<file path="src/rtl/exp_op_sequencer_if.sv">
// exp_op_sequencer_if: start/done/ack handshake between the FPU controller and the exponent sequencer
interface exp_op_sequencer_if;
  logic       start_i;
  logic [1:0] cmd_i;
  logic       ack_i;
  logic       abort_i;
  logic       busy_o;
  logic       done_o;
  logic       ovf_o;
  logic       unf_o;
  logic       err_o;
  modport master (output start_i, cmd_i, ack_i, abort_i, input busy_o, done_o, ovf_o, unf_o, err_o);
  modport slave (input start_i, cmd_i, ack_i, abort_i, output busy_o, done_o, ovf_o, unf_o, err_o);
endinterface

</file>
<file path="src/rtl/exp_op_sequencer.sv">
// exp_op_sequencer: drives the exponent add/sub datapath (selects, settle, load); EXP_SEQ_PERF_EN adds op/exception counters
module exp_op_sequencer #(
  parameter int SETTLE = 1,
  parameter int CNTW = 16
) (
  input  logic clk,
  input  logic rst_n,
  exp_op_sequencer_if.slave bus,
  input  logic overflow_flag_i,
  input  logic underflow_flag_i,
  output logic ctrl_a_o,
  output logic fsm_add_subt_o,
  output logic fsm_select_a_o,
  output logic fsm_select_b_o
`ifdef EXP_SEQ_PERF_EN
  ,
  output logic [CNTW-1:0] op_cnt_o,
  output logic [CNTW-1:0] exc_cnt_o
`endif
);
  typedef enum logic [1:0] {IDLE, SETUP, LOAD, DONE} state_t;
  localparam logic [3:0] SET_M1 = 4'(SETTLE - 1);
  if (SETTLE < 1 || SETTLE > 15 || CNTW < 1) begin : g_bad_param
    $error("exp_op_sequencer: SETTLE must be 1..15 and CNTW >= 1");
  end
  state_t state, state_n;
  logic [3:0] cnt, cnt_n;
  logic accept, rsv, load_ok;
  always_comb begin
    rsv = bus.cmd_i == 2'd3;
    accept = bus.start_i && (state == IDLE || (state == DONE && bus.ack_i));
    load_ok = state == LOAD && !bus.abort_i;
    state_n = accept ? (rsv ? DONE : SETUP)
            : ((state == SETUP || state == LOAD) && bus.abort_i) ? IDLE
            : state == SETUP ? (cnt == 4'd0 ? LOAD : SETUP)
            : state == LOAD ? DONE
            : (state == DONE && bus.ack_i) ? IDLE
            : state;
    cnt_n = (accept && !rsv) ? SET_M1
          : (state == SETUP && cnt != 4'd0) ? cnt - 4'd1
          : cnt;
  end
  // every output is registered from the next state so reset clears them all at once
  always_ff @(posedge clk or negedge rst_n) begin
    if (!rst_n) begin
      state <= IDLE;
      cnt <= 4'd0;
      ctrl_a_o <= 1'b0;
      fsm_add_subt_o <= 1'b0;
      fsm_select_a_o <= 1'b0;
      fsm_select_b_o <= 1'b0;
      bus.busy_o <= 1'b0;
      bus.done_o <= 1'b0;
      bus.ovf_o <= 1'b0;
      bus.unf_o <= 1'b0;
      bus.err_o <= 1'b0;
    end else begin
      state <= state_n;
      cnt <= cnt_n;
      ctrl_a_o <= state_n == LOAD;
      bus.busy_o <= state_n != IDLE;
      bus.done_o <= state_n == DONE;
      if (accept) begin
        bus.ovf_o <= 1'b0;
        bus.unf_o <= 1'b0;
        bus.err_o <= rsv;
        if (!rsv) begin
          fsm_select_a_o <= bus.cmd_i != 2'd0;
          fsm_select_b_o <= bus.cmd_i != 2'd0;
          fsm_add_subt_o <= bus.cmd_i != 2'd1;
        end
      end
      if (load_ok) begin
        bus.ovf_o <= overflow_flag_i;
        bus.unf_o <= underflow_flag_i;
      end
    end
  end
`ifdef EXP_SEQ_PERF_EN
  logic entry, exc;
  always_comb begin
    entry = state_n == DONE && (state != DONE || accept);
    exc = load_ok ? (overflow_flag_i || underflow_flag_i) : 1'b1;
  end
  // outside LOAD the only way into DONE is a reserved command, which is always an exception
  always_ff @(posedge clk or negedge rst_n) begin
    if (!rst_n) begin
      op_cnt_o <= '0;
      exc_cnt_o <= '0;
    end else if (entry) begin
      op_cnt_o <= op_cnt_o + 1'b1;
      if (exc) exc_cnt_o <= exc_cnt_o + 1'b1;
    end
  end
`endif
endmodule

</file>
<file path="src/flat_wrapper.sv">
// flat-port wrapper written by rule: the top's interface ports become plain ports
module exp_op_sequencer_flat 
#(
  parameter int SETTLE = 1,
  parameter int CNTW = 16
)
  (clk, rst_n, overflow_flag_i, underflow_flag_i, ctrl_a_o, fsm_add_subt_o, fsm_select_a_o, fsm_select_b_o, bus_start_i, bus_cmd_i, bus_ack_i, bus_abort_i, bus_busy_o, bus_done_o, bus_ovf_o, bus_unf_o, bus_err_o);
  exp_op_sequencer_if bus_i ();
  input  logic clk;
  input  logic rst_n;
  input  logic overflow_flag_i;
  input  logic underflow_flag_i;
  output logic ctrl_a_o;
  output logic fsm_add_subt_o;
  output logic fsm_select_a_o;
  output logic fsm_select_b_o;
  input wire logic [$bits(bus_i.start_i)-1:0] bus_start_i;
  input wire logic [$bits(bus_i.cmd_i)-1:0] bus_cmd_i;
  input wire logic [$bits(bus_i.ack_i)-1:0] bus_ack_i;
  input wire logic [$bits(bus_i.abort_i)-1:0] bus_abort_i;
  output wire logic [$bits(bus_i.busy_o)-1:0] bus_busy_o;
  output wire logic [$bits(bus_i.done_o)-1:0] bus_done_o;
  output wire logic [$bits(bus_i.ovf_o)-1:0] bus_ovf_o;
  output wire logic [$bits(bus_i.unf_o)-1:0] bus_unf_o;
  output wire logic [$bits(bus_i.err_o)-1:0] bus_err_o;
  assign bus_i.start_i = bus_start_i;
  assign bus_i.cmd_i = bus_cmd_i;
  assign bus_i.ack_i = bus_ack_i;
  assign bus_i.abort_i = bus_abort_i;
  assign bus_busy_o = bus_i.busy_o;
  assign bus_done_o = bus_i.done_o;
  assign bus_ovf_o = bus_i.ovf_o;
  assign bus_unf_o = bus_i.unf_o;
  assign bus_err_o = bus_i.err_o;
  exp_op_sequencer #(.SETTLE(SETTLE), .CNTW(CNTW)) u_core (.clk(clk), .rst_n(rst_n), .bus(bus_i), .overflow_flag_i(overflow_flag_i), .underflow_flag_i(underflow_flag_i), .ctrl_a_o(ctrl_a_o), .fsm_add_subt_o(fsm_add_subt_o), .fsm_select_a_o(fsm_select_a_o), .fsm_select_b_o(fsm_select_b_o));
endmodule
</file>
<file path="config.mk">
export PLATFORM = sky130hd
export DESIGN_NAME = exp_op_sequencer_flat
export DESIGN_NICKNAME = d
export VERILOG_FILES = /design/src/rtl/exp_op_sequencer_if.sv /design/src/rtl/exp_op_sequencer.sv /design/src/flat_wrapper.sv
export SDC_FILE = /design/constraint.sdc
export NUM_CORES = 1
export LEC_CHECK = 0
export BUFFER_PORTS_ARGS = -buffer_cell sky130_fd_sc_hd__buf_4
export CAP_MARGIN = 0
export CORE_MARGIN = 1
export CORE_UTILIZATION = 30
export CTS_CLUSTER_SIZE = 16
export DETAILED_ROUTE_END_ITERATION = 10
export PLACE_DENSITY = 0.48
export REMOVE_ABC_BUFFERS = 1
export SYNTH_ARGS = -nofsm -noshare
export SYNTH_HDL_FRONTEND = slang
export SYNTH_SLANG_ARGS = --single-unit
</file>
<file path="constraint.sdc">
create_clock -name clk -period 1.9 [get_ports clk]
set_clock_uncertainty 0.1 [all_clocks]
set_input_delay 0.285 -clock clk [delete_from_list [all_inputs] [get_ports clk]]
set_output_delay 0.285 -clock clk [all_outputs]
set_load 0.02 [all_outputs]
</file>
==> flow_summary.ini, run 1 <==
[detailed_routing]
num_vias = 638
final_antenna_net_count = 0
drc = 0
drt_wl_total_um = 1673
drtPass1Iterations = 4
vias_per_cell = 4.870
avgRoutedWirePerCell_um = 12.77
initialDrtViolationCount = 14

[outcome]
status = completed

[timing]
fmax_mhz = 554.8
finalSetupTns_ps = 0
relSlewSlack_pct = 61.11
fin_ws_ps = 97.50
period_share_pct = 94.87
setup_violations = 0
worst_slew_pin_slew_ps = 581.3
rsz0062_at_grt = no
min_period_ps = 1802
slew_viol_final = 0
hold_violations = 0

[placed_design]
gp_congestion = 0.8061
place_ws_ps = 132.2
port-buffer-count = 17
post-dp-hpwl_um = 1282
postPlaceCellArea_sq_um = 940.9

[yosys]
ys_async_sr_fraction_pct = 100.0
yosysWarnings = 0
synth_top_area_share_pct = 45.90
synthDistinctLibCells = 31
synthFlopType = dfrtp_1
synth_area_sq_um = 763.2
synthTopCellsByArea = dfrtp_1, ha_1, o21ai_0
syn-instance-count = 79
synth_enable_flop_cells = 0
synth_area_per_cell_sq_um = 9.661
synthMostInstantiatedCell = dfrtp_1
ys_seq_area_share_pct = 45.90
synth_top_cell_by_area = dfrtp_1
synthTopCellsByCount = dfrtp_1, nand2_1, o21ai_0
ys_ff_latch = 14

[die]
fp-row-count = 17
start_util_pct = 33.22
fp.dieH_um = 52.44
dieArea_sq_um = 2750
fp.dieW_um = 52.44
io_pins = 18
core_area_sq_um = 2297

[worst_setup_path]
crit_slowest_cell = dfrtp_2
critPathKind = flip-flop to flip-flop
worstPathMaxFanout = 6
path_buf_inv = 1
path_cells = inv_1 -> ha_1 -> or4b_1 -> or3_1 -> a21oi_2
slowest_delay_ps = 460
reg2reg_from = u_core.state[1]
cp-start-kind = flip-flop
crit_family = simple AND/OR/NAND/NOR gates
crit_required_ps = 2030
crit_start = u_core.state[1]
critPathCaptureType = flip-flop
cp.arrival_ps = 1930

[pwr]
p_per_area_nw_per_um2 = 1713
finalPower_w = 0.001704
leakagePower_nw = 0.4661
ir_drop_mv = 0.6252

[min_path]
min_path_type = input port to flip-flop
min_from = bus_cmd_i[0]

[cells_and_area]
area_growth_pct = 30.33
final_nets = 118
final_core_util_pct = 43.30
fillers = 240
stdcell_area_sq_um = 994.7
antenna_cells = 0
layout-drive-gt1-share_pct = 30.10

[grt]
grt_usage_pct = 15.47
grt_pass1_vias = 655
grt_pass1_wl_um = 2953
overflow = 0
antenna_found_initial = 0
grt_max_degree = 15

[cts]
cts_max_level = 1
cts_setup_buffers = 0
clock_tree.root_cell = clkbuf_4
clock_latency_ps = 290
cts_num_sinks = 14
cts_buffers = 3
clk_pin_slew_ps = 90
cts_tree = yes
cts_buffer_depth = 2

[run]
cap_violations = 0
==> layer usage <==
layer	wire length, um	vias up	track usage, %
li1	-	333	-
met2	765	16	23.42
met1	801	285	19.32
met4	27	0	7.895
met3	79	4	5.217
met5	0	-	0
==> final timing paths <==
kind / endpoint / slack (ps) / cells past startpoint
max in group asynchronous: u_core.state[1] / 1250 / 2
hold / removal: u_core.fsm_add_subt_o / 100 / 2
min in group asynchronous: u_core.cnt[3] / 270 / 2
hold reg to reg: u_core.bus.err_o / 420 / 2
setup reg to reg: u_core.cnt[3] / 100 / 5
setup / recovery: u_core.cnt[3] / 100 / 5
==> power breakdown <==
part / internal (W) / switching, W / total, W
clock: 0.000117 / 0.000104 / 0.000221
sequential: 0.000435 / 0.000105 / 0.000540
combinational: 0.000431 / 0.000512 / 0.000942
total: 0.000983 / 0.000721 / 0.00170
==> cells by family after synthesis <==
family / Yosys count / share of synthesized area [%]
AOI/OAI and AO/OA: 24 / 21.15
xor gates and xnor gates: 1 / 1.148
DFF: 14 / 45.90
and+or+nand+nor: 28 / 19.68
adders and majority gates: 5 / 8.197
buffers and inverters: 7 / 3.935
==> worst reg2reg max path: cells and delay by family (launching register included) <==
family	cells	cell delay, ps
adder cells (fa/ha/maj)	1	160
AND/OR/NAND/NOR	2	780
AO/OA/AOI/OAI	1	130
buffers and inverters	1	110
flip-flops	1	460
==> cells in the final DEF (no fill, tap or decap), types with 2 or more instances in the layout <==
cell type,count
nand3_1,4
o31ai_1,4
ha_1,5
dfrtp_1,13
inv_1,6
nor2_1,5
clkbuf_4,3
or3_1,2
nand2_1,7
a21oi_1,4
buf_4,20
o21ai_0,7
==> layout make-up <==
class,instances,area (sq um),area share [%]
clock buffers,4,36.28,3.648
flip-flops and latches,14,351.6,35.35
inverters,6,22.52,2.264
multi-input cells,58,389.1,39.12
well taps,28,35.03,3.522
repair buffers,21,160.2,16.10
==> repair_timing <==
item | 4_1_cts | 5_1_grt
endpoints found under the setup margin | 0 | 2
hold buffers | 1 | 0
resized for setup | 0 | 2
hold endpoints to repair | 14 | 0
==> state kept, by name, summed over array words and instances (netlist names) <==
name,flops
u_core.bus.unf_o,1
u_core.bus.ovf_o,1
u_core.state,2
u_core.ctrl_a_o,1
u_core.fsm_add_subt_o,1
u_core.bus.done_o,1
u_core.cnt,4
u_core.bus.busy_o,1
u_core.bus.err_o,1
u_core.fsm_select_a_o,1
==> metrics by stage <==
| stage | hold slack [ps] | instances |
|---|---|---|
| final | 97.98 | 131 |
| after floorplan | -110.6 | 78 |
| after global placement | 47.24 | 126 |
| after detailed placement | 49.42 | 126 |
| after CTS | 87.84 | 131 |
| after global routing | 118.0 | 131 |
Note: power is estimated with default switching activity, not from simulation.
==> inputs of run 2 (changes only) <==
--- a/config.mk
+++ b/config.mk
@@ -5,8 +5,9 @@
 export SDC_FILE = /design/constraint.sdc
 export NUM_CORES = 1
 export LEC_CHECK = 0
-export BUFFER_PORTS_ARGS = -buffer_cell sky130_fd_sc_hd__buf_4
+export BUFFER_PORTS_ARGS = -buffer_cell sky130_fd_sc_hd__clkbuf_2
 export CAP_MARGIN = 0
+export CORE_ASPECT_RATIO = 1.2
 export CORE_MARGIN = 1
 export CORE_UTILIZATION = 30
 export CTS_CLUSTER_SIZE = 16
==> run 2 against run 1 <==
Net effect: flip-flop and latch count is the same; total power is 3.8% lower; clock-buffer cell count did not move; critical endpoint unchanged; worst hold slack better by 7.9 ps; global-route usage fell by 1.3 points; final area fell by 3.9%; largest power group unchanged.
==> flow_summary.ini, run 2 (synthesis gave the netlist of run 1 again) <==
[detailed_routing]
vias_per_cell = 4.800
drc = 0
dr_wl_met2_um = 768
num_vias = 648
drtPass1Iterations = 4
avgRoutedWirePerCell_um = 11.47
initialDrtViolationCount = 7
drt_wl_total_um = 1548
routed.top_layer = met4
final_antenna_net_count = 0
wl_met3_um = 47
drt-met1-wl_um = 691

[cells_and_area]
area_growth_pct = 25.25
largest_register_ffs = 4
mostFrequentLayoutCell = clkbuf_2
final_nets = 119
regMostFlops = u_core.cnt
layout-drive-gt1-share_pct = 28.85
reg_top3 = u_core.cnt x4, u_core.state x2
antenna_cells = 0
finalNonFillerCells = 135
final_cell_mix = clkbuf_2, dfrtp_1, nand2_1, o21ai_0, inv_1

[timing]
period_share_pct = 92.83
relSlewSlack_pct = 58.12
slew_viol_final = 0
hold_violations = 0
fmax_mhz = 567.0
setup_violations = 0
worst_slew_pin_slew_ps = 625.9
finalHoldWorstSlack_ps = 105.9
min_period_ps = 1764
rsz0062_at_grt = no
finalSetupTns_ps = 0

[pwr]
leakagePower_nw = 0.4593
p_per_area_nw_per_um2 = 1714
ir_drop_mv = 0.7644

[cts]
cts-resized-gates = 0
cts_num_sinks = 14
cts_setup_buffers = 0
cts_max_level = 1
hold_buffers = 1
cts_buffer_depth = 2
cts_tree = yes
cts_buffers = 3
clock_latency_ps = 280
clock_tree.root_cell = clkbuf_4
clk_pin_slew_ps = 90

[grt]
grt_pass1_wl_um = 2711
grt_pass1_vias = 627
grt_usage_pct = 14.20
overflow = 0
grt_max_degree = 15
antenna_found_initial = 0

[worst_setup_path]
crit_slowest_cell = or4b_1
crit_required_ps = 2020
r2r_end = u_core.cnt[3]
worstPathMaxFanout = 6
path_cells = inv_1 -> ha_1 -> or4b_1 -> or3_1 -> a21oi_2
cp.arrival_ps = 1880
critPathCaptureType = flip-flop
slowest_delay_ps = 450
cp-start-kind = flip-flop
reg2regPathDepth = 5
reg2reg_from = u_core.state[1]
critPathKind = flip-flop to flip-flop
reg2reg_slack_ps = 140

[placed_design]
port-buffer-count = 17
gp_congestion = 0.7279
post-dp-hpwl_um = 1250
placed_cells = 130

[min_path]
whs_path_depth = 3
min_from = overflow_flag_i
min_path_type = input port to flip-flop
hold_end = u_core.bus.ovf_o

[die]
core_area_sq_um = 2354
fp.dieW_um = 48.05
dieArea_sq_um = 2751
start_util_pct = 32.43
fp.dieH_um = 57.26
fp-row-count = 19
io_pins = 18

[run]
cap_violations = 0

[outcome]
status = completed
## run 2: cell types whose count changed in the layout (fill, tap and decap cells not counted), sizes merged
| cell | delta |
|---|---|
| buf | -16 |
| clkbuf | +17 |
## run 2: per-layer routing
metal  global-route usage (%)  vias to the layer above
li1                         -                      331
met3                    3.797                        5
met2                    21.43                       15
met4                    7.143                        0
met1                    18.09                      297
met5                        0                        -
## run 2: critical path, delay by kind of cell (launching register included)
kind / cells / cell delay [ps]
buf+inv: 1 / 100
fa+ha+maj: 1 / 160
simple gates: 2 / 780
compound gates: 1 / 130
flops: 1 / 430
## run 2: metrics by stage
step | utilization (%) | setup WS, ps | total power (W) | cell area, sq um
2_1_floorplan | - | 101.4 | 0.001125 | 755.7
3_3_place_gp | 38.65 | 135.0 | 0.001416 | 909.6
3_5_place_dp | 38.65 | 145.3 | 0.001426 | 909.6
4_1_cts | 40.62 | 119.2 | 0.001657 | 955.9
5_1_grt | 40.62 | 3.952 | 0.001797 | 955.9
6_report | 40.62 | 136.2 | 0.001638 | 955.9
## run 2: how the worst max path moves through the flow
| stage | from | depth (start not counted) | end |
|---|---|---|---|
| final | u_core.state[1] | 5 | u_core.cnt[3] |
| after floorplan | u_core.state[1] | 5 | u_core.cnt[3] |
| after CTS | u_core.state[1] | 5 | u_core.cnt[3] |
| after detailed placement | u_core.state[1] | 5 | u_core.cnt[3] |
| after global routing | u_core.state[0] | 6 | u_core.ctrl_a_o |
| after global placement | u_core.state[0] | 5 | u_core.state[1] |
## run 2: area by class of cell
cell class / instances / area, sq um
fill: 238 / 1398
timing repair buffer: 22 / 125.1
clock buffer: 4 / 36.28
sequential: 14 / 350.3
multi-input combinational: 58 / 382.9
inverter: 6 / 22.52
tap: 31 / 38.79
## run 2: where the power goes
group | switching, W | total [W] | internal [W]
combinational | 0.000505 | 0.000892 | 0.000388
clock | 0.000101 | 0.000218 | 0.000117
sequential | 0.0000951 | 0.000528 | 0.000433
==> inputs of run 3 (changes only) <==
--- a/config.mk
+++ b/config.mk
@@ -13,7 +13,6 @@
 export CTS_CLUSTER_SIZE = 16
 export DETAILED_ROUTE_END_ITERATION = 10
 export PLACE_DENSITY = 0.48
-export REMOVE_ABC_BUFFERS = 1
 export SYNTH_ARGS = -nofsm -noshare
 export SYNTH_HDL_FRONTEND = slang
 export SYNTH_SLANG_ARGS = --single-unit
==> run 3 against run 2 <==
Net effect: clock power barely moved; die area unchanged; clock-buffer cell count unchanged; global-route usage fell by 1.2 points; core utilization shrank 0.32 points; sequential power increased by 1%; final area is 0.79% lower; worst hold slack got worse by 2.7 ps; via count up 0.93%; critical path depth did not move; wire length up 1.1%; non-clock buffer count fell by 1; critical endpoint unchanged; largest cell class unchanged.
==> flow_summary.ini, run 3 (synthesis gave the netlist of run 1 again) <==
[timing]
fmax_mhz = 566.7
relSlewSlack_pct = 72.33
finalHoldWorstSlack_ps = 103.2
finalSetupTns_ps = 0
slew_viol_final = 0
setup_violations = 0
period_share_pct = 92.87
min_period_ps = 1765
rsz0062_at_grt = no
hold_violations = 0
worst_slew_pin_slew_ps = 404.6

[grt]
grt_usage_pct = 12.98
grt_max_degree = 15
overflow = 0
antenna_found_initial = 0
grt_pass1_wl_um = 2387
grt_pass1_vias = 568

[cells_and_area]
regMostFlops = u_core.cnt
antenna_cells = 0
final_core_util_pct = 40.30
final_nets = 118
area_growth_pct = 24.26
reg_top3 = u_core.cnt x4, u_core.state x2
finalNonFillerCells = 134
mostFrequentLayoutCell = clkbuf_2
largest_register_ffs = 4
layout-drive-gt1-share_pct = 28.16
final_cell_mix = clkbuf_2, dfrtp_1, nand2_1, o21ai_0, inv_1
stdcell_area_sq_um = 948.4

[die]
start_util_pct = 32.43
io_pins = 18
fp.dieH_um = 57.26
core_area_sq_um = 2354
fp-row-count = 19
fp.dieW_um = 48.05
dieArea_sq_um = 2751

[detailed_routing]
initialDrtViolationCount = 3
drtPass1Iterations = 4
vias_per_cell = 4.881
drc = 0
avgRoutedWirePerCell_um = 11.68
final_antenna_net_count = 0
drt_wl_total_um = 1565
num_vias = 654

[min_path]
whs_path_depth = 3
min_path_type = input port to flip-flop
min_from = overflow_flag_i

[pwr]
p_per_area_nw_per_um2 = 1698
ir_drop_mv = 0.7287
leakagePower_nw = 0.4547

[worst_setup_path]
reg2regPathDepth = 5
critPathCaptureType = flip-flop
cp.arrival_ps = 1890
reg2reg_from = u_core.state[1]
crit_required_ps = 2030
worstPathMaxFanout = 6
crit_start = u_core.state[1]
cp-start-kind = flip-flop
critPathKind = flip-flop to flip-flop

[cts]
cts_num_sinks = 14
cts_buffer_depth = 2
cts_max_level = 1
clock_latency_ps = 290
clock_tree.root_cell = clkbuf_4
cts_buffers = 3
clk_pin_slew_ps = 90
cts_setup_buffers = 0
cts-resized-gates = 0
cts_tree = yes
hold_buffers = 1

[placed_design]
postPlaceCellArea_sq_um = 902.1
gp_congestion = 0.8160
placed_cells = 129
port-buffer-count = 17
post-dp-hpwl_um = 1245

[run]
cap_violations = 0

[yosys]
synth_nets = 93

[outcome]
status = completed
-- run 3: cell types whose count changed in the layout (fill, tap and decap cells not counted), sizes merged --
cell and change:
buf -1
-- run 3: stage by stage --
stage | setup slack, ps | total power, W
after detailed placement | 151.8 | 0.001402
after global placement | 178.1 | 0.001397
after CTS | 133.7 | 0.001634
after global routing | 27.59 | 0.001752
final | 135.5 | 0.001610
after floorplan | 101.4 | 0.001137
-- run 3: power breakdown --
part           leakage, nW  switching (W)  internal, W
Clock               0.0210       0.000103     0.000117
Combinational        0.262       0.000490     0.000365
Sequential           0.172       0.000102     0.000433
-- run 3: routing by layer --
metal | share of wire, % | routed length [um] | GRT usage, %
met1 | 44 | 690 | 15.54
met2 | 50 | 784 | 19.11
met3 | 3.6 | 57 | 3.797
met4 | 2.0 | 32 | 9.127
met5 | 0 | 0 | 0
-- run 3: cell type report --
type,count,area (sq um)
Sequential cell,14,350.3
Clock buffer,4,36.28
Fill cell,242,1405
Inverter,6,22.52
Tap cell,31,38.79
Timing Repair Buffer,21,117.6
Multi-Input combinational cell,58,382.9
-- run 3: path summary, 6_finish.rpt --
check	to	slack, ps
min in group asynchronous	u_core.cnt[3]	320
hold / removal	u_core.bus.ovf_o	100
hold reg to reg	u_core.bus.err_o	410
max in group asynchronous	u_core.bus.err_o	1120
setup / recovery	u_core.cnt[3]	140
setup reg to reg	u_core.cnt[3]	140
-- run 3: worst max-delay path, stage by stage, from the launching register on --
cell,delay [ps]
dfrtp_1,440
inv_1,100
ha_1,150
or4b_1,460
or3_1,330
a21oi_2,130
